**config.mk**
```make
export PLATFORM = sky130hd
export DESIGN_NAME = mem_arbiter_n
export DESIGN_NICKNAME = d
export VERILOG_FILES = /design/src/rtl/mem_arb_pkg.sv /design/src/rtl/arb_select.sv /design/src/rtl/mem_arbiter_n.sv
export SDC_FILE = /design/constraint.sdc
export NUM_CORES = 1
export LEC_CHECK = 0
export ABC_CLOCK_PERIOD_IN_PS = 3400
export CORE_UTILIZATION = 44
export DETAILED_ROUTE_END_ITERATION = 6
export PLACE_DENSITY = 0.92
export SYNTH_ARGS = -nofsm -noshare
export SYNTH_HDL_FRONTEND = slang
export SYNTH_SLANG_ARGS = --single-unit
export TNS_END_PERCENT = 100
```
**constraint.sdc**
```tcl
create_clock -name clk -period 3.4 [get_ports clk]
set_clock_uncertainty 0.05 [all_clocks]
set_input_delay 0.34 -clock clk [delete_from_list [all_inputs] [get_ports clk]]
set_output_delay 0.34 -clock clk [all_outputs]
set_load 0.005 [all_outputs]
```
**src/rtl/mem_arb_pkg.sv**
```systemverilog
// Shared definitions for the memory arbiter family: FSM encoding, access
// direction constants and a one-hot to index helper.
package mem_arb_pkg;

   localparam int MAX_CH = 8;
   localparam int IDX_W  = 3;

   typedef enum logic [1:0] {
      ARB   = 2'd0,
      ISSUE = 2'd1,
      WAIT  = 2'd2,
      DONE  = 2'd3
   } state_t;

   localparam logic RD = 1'b0;
   localparam logic WR = 1'b1;

   function automatic logic [IDX_W-1:0] onehot_to_index(input logic [MAX_CH-1:0] oh);
      logic [IDX_W-1:0] idx;
      idx = '0;
      for (int i = 0; i < MAX_CH; i++) begin
         if (oh[i]) idx = idx | IDX_W'(i);
      end
      return idx;
   endfunction

endpackage

```
**src/rtl/arb_select.sv**
```systemverilog
// Combinational winner selection: fixed priority (lowest index) or
// round-robin scanning upward from rr_ptr with wrap.
module arb_select
   import mem_arb_pkg::*;
#(
   parameter int N_CH = 3
) (
   input  logic [N_CH-1:0]  req,
   input  logic [IDX_W-1:0] rr_ptr,
   input  logic             mode,
   output logic [N_CH-1:0]  winner,
   output logic [IDX_W-1:0] win_idx
);

   logic [N_CH-1:0]   upper;
   logic [N_CH-1:0]   scan;
   logic [MAX_CH-1:0] win_ext;

   // Round-robin = lowest request at or above rr_ptr, else lowest overall.
   always_comb begin
      upper = '0;
      for (int i = 0; i < N_CH; i++) begin
         upper[i] = (IDX_W'(i) >= rr_ptr);
      end
      scan    = (mode && |(req & upper)) ? (req & upper) : req;
      winner  = scan & (~scan + N_CH'(1));
      win_ext = '0;
      win_ext[N_CH-1:0] = winner;
      win_idx = onehot_to_index(win_ext);
   end

endmodule

```
**src/rtl/mem_arbiter_n.sv**
```systemverilog
// N-channel memory arbiter: serialises per-channel read/write requests onto
// one memory port and returns a one-cycle ack (plus read data) to the winner.
module mem_arbiter_n
   import mem_arb_pkg::*;
#(
   parameter int N_CH    = 3,
   parameter int ADDR_W  = 12,
   parameter int DATA_W  = 14,
   parameter int RD_LAT  = 1,
   parameter int RR_MODE = 0
) (
   input  logic                     clk,
   input  logic                     reset,
   input  logic [N_CH-1:0]          req,
   input  logic [N_CH-1:0]          req_wr,
   input  logic [N_CH*ADDR_W-1:0]   req_addr,
   input  logic [N_CH*DATA_W-1:0]   req_wdata,
   output logic [N_CH-1:0]          grant,
   output logic [N_CH-1:0]          ack,
   output logic [DATA_W-1:0]        rdata,
   output logic                     busy,
   output logic                     mem_re,
   output logic                     mem_we,
   output logic [ADDR_W-1:0]        mem_addr,
   output logic [DATA_W-1:0]        mem_wdata,
   input  logic [DATA_W-1:0]        mem_rdata
);

   localparam logic [1:0] LAT_LOAD = 2'(RD_LAT - 1);
   localparam logic       MODE     = 1'(RR_MODE != 0);

   state_t            state;
   logic              dir;
   logic [1:0]        lat_cnt;
   logic [IDX_W-1:0]  rr_ptr;
   logic [IDX_W-1:0]  rr_next;
   logic [IDX_W-1:0]  win_idx;
   logic [N_CH-1:0]   win_oh;
   logic [ADDR_W-1:0] sel_addr;
   logic [DATA_W-1:0] sel_wdata;
   logic              sel_wr;

   arb_select #(.N_CH(N_CH)) u_sel (
      .req     (req),
      .rr_ptr  (rr_ptr),
      .mode    (MODE),
      .winner  (win_oh),
      .win_idx (win_idx)
   );

   // Payload mux driven by the one-hot winner, so no index range issues.
   always_comb begin
      sel_addr  = '0;
      sel_wdata = '0;
      for (int i = 0; i < N_CH; i++) begin
         if (win_oh[i]) begin
            sel_addr  = sel_addr  | req_addr[i*ADDR_W +: ADDR_W];
            sel_wdata = sel_wdata | req_wdata[i*DATA_W +: DATA_W];
         end
      end
      sel_wr  = |(req_wr & win_oh);
      rr_next = (win_idx == IDX_W'(N_CH - 1)) ? '0 : win_idx + 1'b1;
   end

   always_ff @(posedge clk or negedge reset) begin
      if (!reset) begin
         state     <= ARB;
         grant     <= '0;
         ack       <= '0;
         rdata     <= '0;
         busy      <= 1'b0;
         mem_re    <= 1'b0;
         mem_we    <= 1'b0;
         mem_addr  <= '0;
         mem_wdata <= '0;
         dir       <= RD;
         rr_ptr    <= '0;
         lat_cnt   <= '0;
      end else begin
         mem_re <= 1'b0;
         mem_we <= 1'b0;
         ack    <= '0;
         case (state)
            ARB: begin
               if (|req) begin
                  grant     <= win_oh;
                  mem_addr  <= sel_addr;
                  mem_wdata <= sel_wdata;
                  dir       <= sel_wr;
                  mem_we    <= (sel_wr == WR);
                  mem_re    <= (sel_wr == RD);
                  rr_ptr    <= rr_next;
                  busy      <= 1'b1;
                  state     <= ISSUE;
               end
            end
            ISSUE: begin
               if (dir == WR) begin
                  ack   <= grant;
                  state <= DONE;
               end else if (RD_LAT == 1) begin
                  lat_cnt <= LAT_LOAD;
                  rdata   <= mem_rdata;
                  ack     <= grant;
                  state   <= DONE;
               end else begin
                  lat_cnt <= LAT_LOAD;
                  state   <= WAIT;
               end
            end
            // Leaving WAIT on the last count so read data lands on DONE entry.
            WAIT: begin
               lat_cnt <= lat_cnt - 1'b1;
               if (lat_cnt == 2'd1) begin
                  rdata <= mem_rdata;
                  ack   <= grant;
                  state <= DONE;
               end
            end
            DONE: begin
               grant <= '0;
               busy  <= 1'b0;
               state <= ARB;
            end
            default: state <= ARB;
         endcase
      end
   end

endmodule

```
==> results_dict.tcl <==
set metrics [dict create \
    syn_area_um2 2960 \
    final_core_util 0.708 \
    yosysSeqAreaShare 0.457 \
    synth_cells 246 \
    status "finished, violations left" \
    dr_wl_met2_mm 3.80 \
    start_kind "flop" \
    cp_data_arrival_time_ns 2.47 \
    highest-signal-layer "met4" \
    period_needed_ns 2.32 \
    grt_usage 0.227 \
    dieWidth_um 84.0 \
    vdd_ir_drop_max_mv 0.328 \
    ys_seq_elements 54 \
    stdcell_count 464 \
    syn2layout_area_growth_pct 53.6 \
    clock_latency_ns 0.31 \
    critPathRequiredTime_ns 3.55 \
    ctsHoldBuffers 0 \
    hpwlAfterDp_mm 5.73 \
    dp_cells 456 \
    cts_buffers 5 \
    routabilityCongestion 0.761 \
    p_leak_nw 1.87 \
    num_rows 29 \
    die-area_um2 7060 \
    syn_nets 352 \
    nNetsFinal 492 \
    slew_headroom 0.377 \
    grt_pass1_wl_mm 12.8 \
    crit_path_top_delay_cell "a211oi_4" \
    wirelength_mm 7.60 \
    slowest_delay_ns 0.74 \
    maxCapViolCount 0 \
    drv_slew 0 \
    finalSetupTns_ns 0 \
    drive_above_1_share 0.199 \
    yosysWarningCount 0 \
    drc 24 \
    antenna_found_initial 0 \
    total_power_w 0.00316 \
    worstPathMaxFanout 14 \
    violations "DRC" \
    final_hold_viol_count 0 \
    viasPerCell 5.21 \
    antenna_left 0 \
    ctsHtreeMaxLevel 2 \
    clockBufferDepth 2 \
    cts_resized 0 \
    min_path_type "in -> async" \
    syn_avg_cell_area_um2 12.0 \
    end_kind "flop" \
    tritoncts "yes" \
    tightest_slew_ns 0.932 \
    ios 149 \
    grt_max_degree 32 \
    grt_pass1_vias 2592 \
    wl_met1_mm 3.14 \
    powerDensity_nw_per_um2 695 \
    fmax_ghz 0.431 \
    rsz0062_at_grt "false" \
    n_antenna_cell 0 \
    synth.distinct_cells 31 \
    io_buffers 148 \
    core_um2 6420 \
    met3_length_um 552 \
    timing.reg2reg.setup_slack_ns 1.08 \
    cts_setup_buffers 0 \
    seq_area_um2 1350 \
    die_y_um 84.0 \
    clock_sink_count 54 \
    dr.pass1.iters 6 \
    initial_core_util 0.461 \
    num_vias 2418 \
    final-setup-viol-count 0 \
    fillers 475 \
    grt-ovfl-total 0 \
    wl_per_cell_um 16.4 \
    clk_pin_slew_worst_paths_ns 0.10 \
    critical_path_class "reg -> reg" \
    multiInputGateArea_um2 1480 \
    first_iter_violations 134 \
    finalCritPeriodShare 0.682 \
    cp_cell_sequence "inv_1 -> ha_1 -> and2b_1 -> a211oi_4 -> mux2_2" \
    cts_root_buffer "clkbuf_8" \
]
==> cell usage after synthesis <==
| library cell | n | area share |
|---|---|---|
| a211oi_1 | 1 | 0.0025 |
| a211oi_4 | 1 | 0.0068 |
| a21o_1 | 1 | 0.0025 |
| a21oi_1 | 5 | 0.0085 |
| a221oi_1 | 6 | 0.018 |
| a221oi_2 | 20 | 0.10 |
| and2_1 | 3 | 0.0063 |
| and2b_1 | 1 | 0.0025 |
| buf_2 | 9 | 0.015 |
| buf_4 | 4 | 0.010 |
| buf_6 | 2 | 0.0076 |
| buf_8 | 1 | 0.0051 |
| clkbuf_1 | 4 | 0.0051 |
| clkbuf_2 | 1 | 0.0017 |
| dfrtp_1 | 54 | 0.46 |
| ha_1 | 6 | 0.025 |
| inv_1 | 3 | 0.0038 |
| mux2_2 | 6 | 0.023 |
| mux2_4 | 10 | 0.051 |
| mux2i_1 | 3 | 0.010 |
| nand2_1 | 32 | 0.041 |
| nand2b_1 | 1 | 0.0021 |
| nand3_1 | 2 | 0.0034 |
| nand3b_1 | 1 | 0.0025 |
| nor2_1 | 3 | 0.0038 |
| nor2_2 | 1 | 0.0021 |
| nor2b_1 | 32 | 0.068 |
| nor3_1 | 1 | 0.0017 |
| o21ai_0 | 4 | 0.0068 |
| o31ai_1 | 7 | 0.018 |
| o31ai_2 | 21 | 0.089 |
==> through the flow <==
step                      hold WS, ns  area [um2]  worst slack, ns
after floorplan              -0.00559        2960             1.58
after global placement          0.375        4450             1.15
after detailed placement        0.380        4450             1.08
after CTS                      0.0274        4540             1.07
after global routing           0.0515        4540            0.929
final                         0.00739        4540             1.08
==> report_power, final <==
part           internal [W]  switching [W]  leakage [nW]
combinational       0.00103       0.000646          1.16
clock              0.000149       0.000222        0.0447
sequential         0.000936       0.000175         0.667
total               0.00211        0.00104          1.87
==> cells in the final DEF (no fill, tap or decap), drive strengths merged, types with 2 or more instances in the layout <==
| cell type | Yosys | final |
|---|---|---|
| buf | 16 | 9 |
| clkbuf | 5 | 5 |
| ha | 6 | 6 |
| dfrtp | 54 | 54 |
| clkdlybuf4s50 | 0 | 145 |
| mux2i | 3 | 3 |
| a211oi | 2 | 2 |
| nand3 | 2 | 2 |
| nor2b | 32 | 32 |
| nand2 | 32 | 32 |
| a221oi | 26 | 26 |
| nor2 | 4 | 4 |
| o21ai | 4 | 4 |
| and2 | 3 | 3 |
| o31ai | 28 | 28 |
| inv | 3 | 4 |
| mux2 | 16 | 16 |
| a21oi | 5 | 5 |
==> worst paths after layout <==
path	startpoint	end	depth (start not counted)
min in group clk	req[1]	grant[2]	2
max in group asynchronous	reset	mem_addr[11]	2
max	state[0]	rdata[0]	5
min reg2reg	mem_wdata[10]	mem_wdata[10]	2
min	reset	mem_wdata[0]	1
max reg2reg	state[0]	rdata[0]	5
==> worst max-delay path: cells and delay by family (launching register included) <==
| family | cells | cell delay [ns] |
|---|---|---|
| fa+ha+maj | 1 | 0.27 |
| simple gates | 1 | 0.22 |
| mux | 1 | 0.42 |
| flops | 1 | 0.42 |
| buf+inv | 1 | 0.10 |
| compound gates | 1 | 0.74 |
==> routing by layer <==
| metal | track usage | vias to the layer above |
|---|---|---|
| li1 | - | 1172 |
| met1 | 0.285 | 1134 |
| met2 | 0.391 | 103 |
| met3 | 0.0485 | 9 |
| met4 | 0.0674 | 0 |
| met5 | 0 | - |
==> kinds of logic (layout without fill, tap and decap cells) <==
kind of cell / Yosys count / count (layout) / synth area share
AND/OR/NAND/NOR: 77 / 77 / 0.133
AO/OA/AOI/OAI: 66 / 66 / 0.253
flip-flops: 54 / 54 / 0.457
buffers and inverters: 24 / 165 / 0.0486
multiplexers: 19 / 19 / 0.0837
adder cells (fa/ha/maj): 6 / 6 / 0.0254
==> sequential cells by signal, summed over array words and instances (netlist names) <==
register	cells
rdata	14
dir	1
ack	3
mem_re	1
busy	1
mem_wdata	14
state	2
grant	3
lat_cnt	2
mem_addr	12
mem_we	1
==> final cells by class <==
cell class                 instances  share of cell area
inverter                           3             0.00248
multi-input combinational        168               0.326
clock inverter                     3             0.00551
timing repair buffer             154               0.333
clock buffer                       5              0.0151
sequential                        54               0.297
tap                               77              0.0212
Power figures use the tool's default switching activity.
